### config.mk
export PLATFORM = sky130hd
export DESIGN_NAME = alu_pipe_mc_flat
export DESIGN_NICKNAME = d
export VERILOG_FILES = /design/src/rtl/alu_pipe_mc_if.sv /design/src/rtl/alu_pipe_mc.sv /design/src/flat_wrapper.sv
export SDC_FILE = /design/constraint.sdc
export NUM_CORES = 1
export LEC_CHECK = 0
export ABC_AREA = 1
export BUFFER_PORTS_ARGS = -buffer_cell sky130_fd_sc_hd__buf_2
export CORE_UTILIZATION = 55
export DETAILED_ROUTE_END_ITERATION = 8
export GPL_ROUTABILITY_DRIVEN = 0
export PLACE_DENSITY = 0.73
export SLEW_MARGIN = 20
export SYNTH_ARGS = -nofsm -noshare
export SYNTH_HDL_FRONTEND = slang
export SYNTH_SLANG_ARGS = --single-unit
### constraint.sdc
create_clock -name CLK -period 18.3 [get_ports CLK]
set_input_delay 5.49 -clock CLK [delete_from_list [all_inputs] [get_ports CLK]]
set_output_delay 5.49 -clock CLK [all_outputs]
set_load 0.01 [all_outputs]
### src/rtl/alu_pipe_mc_if.sv
// Handshake bundle for alu_pipe_mc: operand issue side, result side, flags.
// master drives operands and OUT_READY; slave is the ALU itself.
interface alu_pipe_mc_if #(
  parameter int WIDTH = 16
);
  logic             IN_VALID;
  logic             IN_READY;
  logic [WIDTH-1:0] A;
  logic [WIDTH-1:0] B;
  logic [3:0]       ALU_FUN;
  logic             OUT_VALID;
  logic             OUT_READY;
  logic [WIDTH-1:0] ALU_OUT;
  logic [WIDTH-1:0] ALU_OUT_HI;
  logic             Carry_Flag;
  logic             Arith_flag;
  logic             Logic_flag;
  logic             CMP_flag;
  logic             Shift_flag;
  logic             Div0_flag;

  modport master (
    output IN_VALID, A, B, ALU_FUN, OUT_READY,
    input  IN_READY, OUT_VALID, ALU_OUT, ALU_OUT_HI,
    input  Carry_Flag, Arith_flag, Logic_flag,
    input  CMP_flag, Shift_flag, Div0_flag
  );

  modport slave (
    input  IN_VALID, A, B, ALU_FUN, OUT_READY,
    output IN_READY, OUT_VALID, ALU_OUT, ALU_OUT_HI,
    output Carry_Flag, Arith_flag, Logic_flag,
    output CMP_flag, Shift_flag, Div0_flag
  );
endinterface

### src/rtl/alu_pipe_mc.sv
// Handshaked ALU with full-width high word, barrel shifts and an optional
// iterative restoring divider (enabled by macro ALU_PIPE_MC_DIV_EN).
// Ports: CLK, RST (sync, active-low), bus (alu_pipe_mc_if.slave):
//   IN_VALID/IN_READY, A, B, ALU_FUN in; OUT_VALID/OUT_READY, ALU_OUT,
//   ALU_OUT_HI, Carry/Arith/Logic/CMP/Shift/Div0 flags out.
module alu_pipe_mc #(
  parameter int WIDTH = 16
) (
  input logic          CLK,
  input logic          RST,
  alu_pipe_mc_if.slave bus
);
  localparam int SW = $clog2(WIDTH);
  localparam int DW = 2 * WIDTH;

  logic [WIDTH-1:0] a;
  logic [WIDTH-1:0] b;
  logic [3:0]       fun;

  assign a   = bus.A;
  assign b   = bus.B;
  assign fun = bus.ALU_FUN;

  // flag vector order: {carry, arith, logic, cmp, shift, div0}
  logic             ov_q;
  logic [WIDTH-1:0] out_q;
  logic [WIDTH-1:0] hi_q;
  logic [5:0]       flg_q;

  logic idle;
  logic in_ready;
  logic accept;
  logic div_go;
  logic div_done;

  assign in_ready = RST && idle && (!ov_q || bus.OUT_READY);
  assign accept   = bus.IN_VALID && in_ready;

  logic [DW-1:0]    prod;
  logic [WIDTH:0]   sum;
  logic [SW-1:0]    sh;
  logic [WIDTH-1:0] r_lo;
  logic [WIDTH-1:0] r_hi;
  logic [5:0]       r_flg;

  assign prod = DW'(a) * DW'(b);
  assign sum  = {1'b0, a} + {1'b0, b};
  assign sh   = b[SW-1:0];

  always_comb begin
    r_lo  = '0;
    r_hi  = '0;
    r_flg = '0;
    unique case (fun)
      4'b0000: begin
        r_lo  = sum[WIDTH-1:0];
        r_flg = {sum[WIDTH], 5'b10000};
      end
      4'b0001: begin
        r_lo  = a - b;
        r_flg = {a < b, 5'b10000};
      end
      4'b0010: begin
        {r_hi, r_lo} = prod;
        r_flg = 6'b010000;
      end
      4'b0011: begin
        r_flg = 6'b010000;
`ifdef ALU_PIPE_MC_DIV_EN
        // only divide-by-zero resolves here; real divides go iterative
        if (b == '0) begin
          r_lo  = '1;
          r_hi  = a;
          r_flg = 6'b010001;
        end
`endif
      end
      4'b0100: begin r_lo = a & b;    r_flg = 6'b001000; end
      4'b0101: begin r_lo = a | b;    r_flg = 6'b001000; end
      4'b0110: begin r_lo = ~(a & b); r_flg = 6'b001000; end
      4'b0111: begin r_lo = ~(a | b); r_flg = 6'b001000; end
      4'b1000: begin r_lo = a ^ b;    r_flg = 6'b001000; end
      4'b1001: begin r_lo = ~(a ^ b); r_flg = 6'b001000; end
      4'b1010: begin
        r_lo  = (a == b) ? WIDTH'(1) : '0;
        r_flg = 6'b000100;
      end
      4'b1011: begin
        r_lo  = (a > b) ? WIDTH'(2) : '0;
        r_flg = 6'b000100;
      end
      4'b1100: begin
        r_lo  = (a < b) ? WIDTH'(3) : '0;
        r_flg = 6'b000100;
      end
      4'b1101: begin r_lo = a >> sh; r_flg = 6'b000010; end
      4'b1110: begin r_lo = a << sh; r_flg = 6'b000010; end
      4'b1111: begin end
    endcase
  end

`ifdef ALU_PIPE_MC_DIV_EN
  typedef enum logic {IDLE, DIV} state_t;

  state_t           state_q;
  state_t           state_d;
  logic [WIDTH-1:0] dvd_q;
  logic [WIDTH-1:0] rem_q;
  logic [WIDTH-1:0] dvs_q;
  logic [SW-1:0]    cnt_q;
  logic [WIDTH:0]   trial;
  logic [WIDTH-1:0] rem_n;
  logic [WIDTH-1:0] quo_n;
  logic             qbit;

  // restoring step: bring in next dividend bit, try subtracting divisor
  assign trial = {rem_q, dvd_q[WIDTH-1]} - {1'b0, dvs_q};
  assign qbit  = !trial[WIDTH];
  assign rem_n = qbit ? trial[WIDTH-1:0]
                      : {rem_q[WIDTH-2:0], dvd_q[WIDTH-1]};
  assign quo_n = {dvd_q[WIDTH-2:0], qbit};
  assign idle  = (state_q == IDLE);

  always_ff @(posedge CLK) begin
    if (!RST) state_q <= IDLE;
    else      state_q <= state_d;
  end

  always_comb begin
    state_d  = state_q;
    div_go   = 1'b0;
    div_done = 1'b0;
    unique case (state_q)
      IDLE: begin
        if (accept && fun == 4'b0011 && b != '0) begin
          div_go  = 1'b1;
          state_d = DIV;
        end
      end
      DIV: begin
        if (cnt_q == SW'(WIDTH - 1)) begin
          div_done = 1'b1;
          state_d  = IDLE;
        end
      end
    endcase
  end

  // dividend register doubles as the quotient shift register
  always_ff @(posedge CLK) begin
    if (!RST) begin
      dvd_q <= '0;
      rem_q <= '0;
      dvs_q <= '0;
      cnt_q <= '0;
    end else if (div_go) begin
      dvd_q <= a;
      dvs_q <= b;
      rem_q <= '0;
      cnt_q <= '0;
    end else if (state_q == DIV) begin
      dvd_q <= quo_n;
      rem_q <= rem_n;
      cnt_q <= cnt_q + 1'b1;
    end
  end
`else
  assign idle     = 1'b1;
  assign div_go   = 1'b0;
  assign div_done = 1'b0;
`endif

  always_ff @(posedge CLK) begin
    if (!RST) begin
      ov_q  <= 1'b0;
      out_q <= '0;
      hi_q  <= '0;
      flg_q <= '0;
    end else if (accept && !div_go) begin
      ov_q  <= 1'b1;
      out_q <= r_lo;
      hi_q  <= r_hi;
      flg_q <= r_flg;
`ifdef ALU_PIPE_MC_DIV_EN
    end else if (div_done) begin
      ov_q  <= 1'b1;
      out_q <= quo_n;
      hi_q  <= rem_n;
      flg_q <= 6'b010000;
`endif
    end else if (bus.OUT_READY) begin
      ov_q <= 1'b0;
    end
  end

  assign bus.IN_READY   = in_ready;
  assign bus.OUT_VALID  = ov_q;
  assign bus.ALU_OUT    = out_q;
  assign bus.ALU_OUT_HI = hi_q;
  assign bus.Carry_Flag = flg_q[5];
  assign bus.Arith_flag = flg_q[4];
  assign bus.Logic_flag = flg_q[3];
  assign bus.CMP_flag   = flg_q[2];
  assign bus.Shift_flag = flg_q[1];
  assign bus.Div0_flag  = flg_q[0];
endmodule

### src/flat_wrapper.sv
// flat-port wrapper written by rule: the top's interface ports become plain ports
module alu_pipe_mc_flat 
#(
  parameter int WIDTH = 16
)
  (CLK, RST, bus_IN_VALID, bus_A, bus_B, bus_ALU_FUN, bus_OUT_READY, bus_IN_READY, bus_OUT_VALID, bus_ALU_OUT, bus_ALU_OUT_HI, bus_Carry_Flag, bus_Arith_flag, bus_Logic_flag, bus_CMP_flag, bus_Shift_flag, bus_Div0_flag);
  alu_pipe_mc_if #(.WIDTH(WIDTH)) bus_i ();
  input logic CLK;
  input logic RST;
  input wire logic [$bits(bus_i.IN_VALID)-1:0] bus_IN_VALID;
  input wire logic [$bits(bus_i.A)-1:0] bus_A;
  input wire logic [$bits(bus_i.B)-1:0] bus_B;
  input wire logic [$bits(bus_i.ALU_FUN)-1:0] bus_ALU_FUN;
  input wire logic [$bits(bus_i.OUT_READY)-1:0] bus_OUT_READY;
  output wire logic [$bits(bus_i.IN_READY)-1:0] bus_IN_READY;
  output wire logic [$bits(bus_i.OUT_VALID)-1:0] bus_OUT_VALID;
  output wire logic [$bits(bus_i.ALU_OUT)-1:0] bus_ALU_OUT;
  output wire logic [$bits(bus_i.ALU_OUT_HI)-1:0] bus_ALU_OUT_HI;
  output wire logic [$bits(bus_i.Carry_Flag)-1:0] bus_Carry_Flag;
  output wire logic [$bits(bus_i.Arith_flag)-1:0] bus_Arith_flag;
  output wire logic [$bits(bus_i.Logic_flag)-1:0] bus_Logic_flag;
  output wire logic [$bits(bus_i.CMP_flag)-1:0] bus_CMP_flag;
  output wire logic [$bits(bus_i.Shift_flag)-1:0] bus_Shift_flag;
  output wire logic [$bits(bus_i.Div0_flag)-1:0] bus_Div0_flag;
  assign bus_i.IN_VALID = bus_IN_VALID;
  assign bus_i.A = bus_A;
  assign bus_i.B = bus_B;
  assign bus_i.ALU_FUN = bus_ALU_FUN;
  assign bus_i.OUT_READY = bus_OUT_READY;
  assign bus_IN_READY = bus_i.IN_READY;
  assign bus_OUT_VALID = bus_i.OUT_VALID;
  assign bus_ALU_OUT = bus_i.ALU_OUT;
  assign bus_ALU_OUT_HI = bus_i.ALU_OUT_HI;
  assign bus_Carry_Flag = bus_i.Carry_Flag;
  assign bus_Arith_flag = bus_i.Arith_flag;
  assign bus_Logic_flag = bus_i.Logic_flag;
  assign bus_CMP_flag = bus_i.CMP_flag;
  assign bus_Shift_flag = bus_i.Shift_flag;
  assign bus_Div0_flag = bus_i.Div0_flag;
  alu_pipe_mc #(.WIDTH(WIDTH)) u_core (.CLK(CLK), .RST(RST), .bus(bus_i));
endmodule
Word level (Yosys, flattened, before mapping)
Cells that the tools add are included.
W data, S select, Z words.

storage, ports and cells
  register bits after elaboration = 39
  input port bits = 40
  output and inout port bits = 40
  word-level logic and storage cells = 50

cells by class
  $add $sub $neg = 2
  multiply operators = 1
  order comparisons = 2
  equal/unequal tests = 15
  shift-type cells = 2
  multiplexer cells = 8
  bitwise gates (word level) = 6
  reductions and logical operators = 10

operators by type and width
  cell                  count
  $pmux W16 S14         1
  $not A16 Y16          3
  $pmux W6 S6           1
  $mul A16 B16 Y32      1
  $eq A4 B4 Y1 const B  7
  $add A16 B16 Y17      1
  $and A16 B16 Y16      1
  $eq A16 B16 Y1        1
  $eq A4 B3 Y1 const B  4
  $gt A16 B16 Y1        1
  $lt A16 B16 Y1        1
  $mux W16              1
  $or A16 B16 Y16       1
  $shl A16 B4 Y16       1
  $shr A16 B4 Y16       1
  $sub A16 B16 Y16      1
  $xor A16 B16 Y16      1
  $eq A4 B2 Y1 const B  2
  $reduce_or A6 Y1      1
  $eq A4 B1 Y1 const B  1
  $logic_not A4 Y1      1
  $mux W2               2
  $reduce_or A2 Y1      2
  $mux W1               3
  5 further kinds       6

Longest topological paths before layout
  depth in word-level cells = 5
  gate-level depth with buffers = 31
  gate-level depth less buffers = 30

Worst setup path after synthesis
OpenSTA, ideal clock, no wires.

  path kind = input to output
  start point = in bus_OUT_READY
  end point = out bus_IN_READY
  arrival = 5.722 ns
  required time = 12.810 ns
  path slack = 7.088 ns
  cell stages on the path = 2
  path buffers = 0
  cell sequence = inv_1 > a21oi_2

between the ends
  cells in the longest elaborated chain, start to end = 2

RTL lines
  what                 line                RTL
  start: declaration   flat_wrapper.sv:14  input wire logic [$bits(bus_i.OUT_READY)-1:0] bus_OUT_READY;
  $logic_or A1 B1 Y1   alu_pipe_mc.sv:36   assign in_ready = RST && idle && (!ov_q || bus.OUT_READY);
  $logic_and A1 B1 Y1  alu_pipe_mc.sv:36
  end: declaration     flat_wrapper.sv:15  output wire logic [$bits(bus_i.IN_READY)-1:0] bus_IN_READY;

No other way between the ends.

Worst setup path in the final report
  start point = in RST
  end point = out bus_IN_READY

between the ends
  cells in the longest elaborated chain, start to end = 1

RTL lines
  what                 line               RTL
  start: declaration   flat_wrapper.sv:9  input logic RST;
  $logic_and A1 B1 Y1  alu_pipe_mc.sv:36

No other way between the ends.

==> impl_summary.txt <==
----------------------------------------------------
[Run status]
  Outcome ... finished with violations
  Violations in the final reports ... design-rule violations

[Floorplan]
  Die boundary width ... 166.3 µm
  Overall die area ... 27650 µm²
  Io pins ... 80
  DIE HEIGHT ... 166.3 µm
  Initial cell density of the core ... 56.48%
  Standard-cell rows ... 59
  Core Area ... 26280 µm²

[Route]
  Number of optimization iterations in the first detailed-route pass ... 9
  Routed len/inst ... 17.23 µm
  Uppermost layer routed ... met4
  Post-route DRC violation count ... 2
  Routed length on met3 ... 3953 µm
  Initial DRC Count ... 1958
  Detailed Route WL ... 46270 µm
  Number of nets with antenna violations after routing ... 0
  Routed vias ... 15.01k
  Vias per Instance ... 5.587
  Routed length on met2 ... 21500 µm
  Wire length on met1 ... 18680 µm

[Power]
  Switching share of total power ... 61.36%
  Peak ir drop on the vdd network ... 182.8 µV
  Net switching power figure ... 1.436 mW
  Internal Pwr Total ... 0.9045 mW
  Share of power burned in registers ... 3.9%
  Power density cells ... 152.1 nW/µm²
  Static leakage power ... 9.159 nW
  Fraction of power consumed by the clock network ... 4.2%
  Portion of total power attributed to combinational logic ... 92.0%

[Logic synthesis]
  Adder and majority cell fraction of the synthesized area ... 39.36%
  Post-synthesis instance area ... 14840 µm²
  Largest family of logic cells by synthesized area ... adder cells
  Share of flip-flops with an asynchronous set or reset ... 0%
  Yosys top cell area share ... 26.30%
  Count of synthesis-stage warnings from yosys ... 0
  Cells after Synth ... 2369
  Most numerous cell in the Yosys netlist ... nand2_1
  Synthesis-stage register bit count ... 38
  Mean post-synth cell area ... 6.266 µm²
  Cell types with the largest area share after synthesis ... fa_1 (26%), nand2_1 (18%), inv_1 (13%)
  XOR/XNOR share of the synthesized area ... 0.4130%
  Fraction of synthesized area in multiplexers ... 0%
  Ys flop type ... dfxtp_1
  Sequential-to-total area share from yosys stat ... 5.125%
  Synthesized-area fraction occupied by and/or/nand/nor cells ... 30.75%
  Number of synthesized flops with an enable pin ... 0
  Most common library cells after synthesis ... nand2_1 (727), inv_1 (526), nand3_1 (196)
  Synth Area in Compound Gates ... 7.898%
  Net count after synthesis ... 2759
  Number of different library cells in the post-synthesis netlist ... 36
  Largest area contributor in the synthesized netlist ... fa_1

[STA]
  Worst Skew ... 0.001877 ns
  Setup ws final ... 6.587 ns
  Worst slew margin relative to its limit ... 46.88%
  Setup repair after global routing missed its margin ... no
  Crit share post-route ... 64.01%
  Setup-failing EPs final ... 0
  Worst slew pin tran ... 0.7969 ns
  Fin. max-slew vios ... 0
  Final Hold Viols ... 0
  Aggregate negative setup slack ... 0 ns
  Time the worst path needs with I/O delays and setup ... 11.71 ns
  Fmax ... 0.08537 GHz

[Layout]
  Footprint of the multi-input gates ... 11650 µm²
  Fraction of final layout cells sized beyond drive strength 1 ... 4.466%
  Area growth from synthesis to layout ... 3.700%
  Sequential standard cell area ... 760.7 µm²
  Filler cell count in the final layout ... 2651
  Final nets ... 2740
  Count of antenna diodes in the layout ... 0

[CTS]
  Clock slew at the register clock pins of the worst setup and hold paths ... 0.06 ns
  Clock latency on the worst-skew pair ... 0.28 ns
  Maximum count of clock buffers along a single path ... 2
  H-tree levels ... 2
  Clock Root Buffer ... clkbuf_16
  Clock tree from TritonCTS ... built
  Post-CTS Hold Buffers ... 0
  Total clock buffers created by CTS ... 5
  Number of gates resized after cts ... 0
  Buffer count from post-CTS setup fixing ... 0
  Clk sink count ... 38

[Placed design]
  Post-detailed-placement half-perimeter wirelength ... 36910 µm
  Worst-case setup slack after placement ... 6.599 ns
  Port buffer count ... 78

[Global routing]
  Pin count of the biggest net entering global routing ... 47
  Via count of the first global-routing pass ... 14.68k
  GRT Resource Usage Total ... 34.47%
  Wire length of the first global-routing pass ... 75720 µm
  Number of antenna violations at the first check in global routing ... 0
  GRT overflow ... 0

[Critical path]
  Worst path top cell family by delay ... buffers and inverters
  CP max stage cell ... buf_4
  Critical-path maximum fanout ... 38
  Critical setup path kind ... input port to primary output
  Buffer and inverter count on the worst path ... 4
  Startpoint types ... input port
  Delay contributed by the slowest stage of the critical path ... 0.35 ns
  Top cell by count, worst path ... buf_2
  Worst path cell trace ... buf_2 > inv_1 > buf_4 > a21oi_2 > buf_2
  Kind of end point of the critical path ... primary output
  Required time reported for the critical path endpoint ... 12.81 ns
  Worst endpoint data arrival time ... 6.22 ns

[Min path]
  Hold Crit Class ... flip-flop to flip-flop

[Run]
  Number of max-cap violations ... 0

----------------------------------------------------
==> routing by layer <==
| layer | up-vias | global-route usage (%) |
|---|---|---|
| met4 | 0 | 12.96 |
| met5 | - | 0 |
| met1 | 7046 | 44.53 |
| met3 | 138 | 4.504 |
| met2 | 735 | 58.91 |
| li1 | 7089 | - |
==> worst paths after layout <==
kind	start	endpoint	slack, ns	cells past startpoint
worst max-delay path	RST	bus_IN_READY	6.59	5
worst min-delay path	u_core.bus.ALU_OUT[15]	u_core.bus.ALU_OUT[15]	0.46	2
worst max register to register	u_core.bus.OUT_VALID	u_core.bus.ALU_OUT_HI[3]	15.36	8
worst min register to register	u_core.bus.ALU_OUT[15]	u_core.bus.ALU_OUT[15]	0.46	2
==> cell usage in the layout, fill, tap and decap left out, drive strengths merged, types with 4 or more instances in the layout <==
| master | instances |
|---|---|
| o21ai | 75 |
| or2 | 5 |
| ha | 155 |
| nor2 | 145 |
| nand3 | 196 |
| buf | 80 |
| o211ai | 6 |
| o21bai | 6 |
| nor3 | 13 |
| dfxtp | 38 |
| fa | 195 |
| nand2 | 728 |
| clkbuf | 5 |
| nand4 | 19 |
| nand3b | 8 |
| a21oi | 112 |
| inv | 530 |
| o22ai | 6 |
| xnor2 | 4 |
| a21boi | 6 |
==> registers in the layout (all words and copies together) (netlist names) <==
register and flops:
u_core.bus.ALU_OUT_HI 16, u_core.bus.OUT_VALID 1, u_core.flg_q 5, u_core.bus.ALU_OUT 16
==> worst register-to-register path, cell delays in order (launching register included) <==
cell and delay [ns]:
dfxtp_1 0.32, a21oi_2 0.16, nand2_2 0.41, inv_2 0.50, nand2_1 0.16, nor2_2 0.62
a21boi_0 0.27, o21ai_0 0.25, a21oi_1 0.18
==> per-stage QoR <==
| step | area [µm²] | utilization, % | power, mW | std cells | hold slack, ns |
|---|---|---|---|---|---|
| after floorplan | 14840 | - | 1.717 | 2369 | 0.4900 |
| after global placement | 15220 | 57.93 | 2.175 | 2678 | 0.4532 |
| after detailed placement | 15230 | 57.94 | 2.207 | 2678 | 0.4550 |
| after CTS | 15390 | 58.57 | 2.320 | 2686 | 0.4633 |
| after global routing | 15390 | 58.57 | 2.672 | 2686 | 0.4793 |
| final | 15390 | 58.57 | 2.341 | 2686 | 0.4607 |
==> layout make-up <==
cell class / count / area share, %
inverter: 531 / 12.95
sequential: 38 / 4.942
timing repair buffer: 80 / 2.634
tap: 335 / 2.723
multi-input combinational: 1694 / 75.68
clock buffer: 5 / 0.8128
clock inverter: 3 / 0.2601
==> cell families (layout without fill, tap and decap cells) <==
logic type	count (synthesis)	count (layout)
xor gates and xnor gates	7	7
other	1	1
buffers and inverters	637	619
and+or+nand+nor	1117	1117
adders and majority gates	350	350
DFF	38	38
AOI/OAI and AO/OA	219	219
==> power by group through the flow <==
stage	sequential [mW]	clock, mW	combinational [mW]
2_1_floorplan	0.0946	0	1.62
3_3_place_gp	0.0921	0	2.08
3_5_place_dp	0.0922	0	2.11
4_1_cts	0.0904	0.0995	2.13
5_1_grt	0.0909	0.106	2.48
6_report	0.0905	0.0978	2.15
Note: power is estimated with default switching activity, not from simulation.
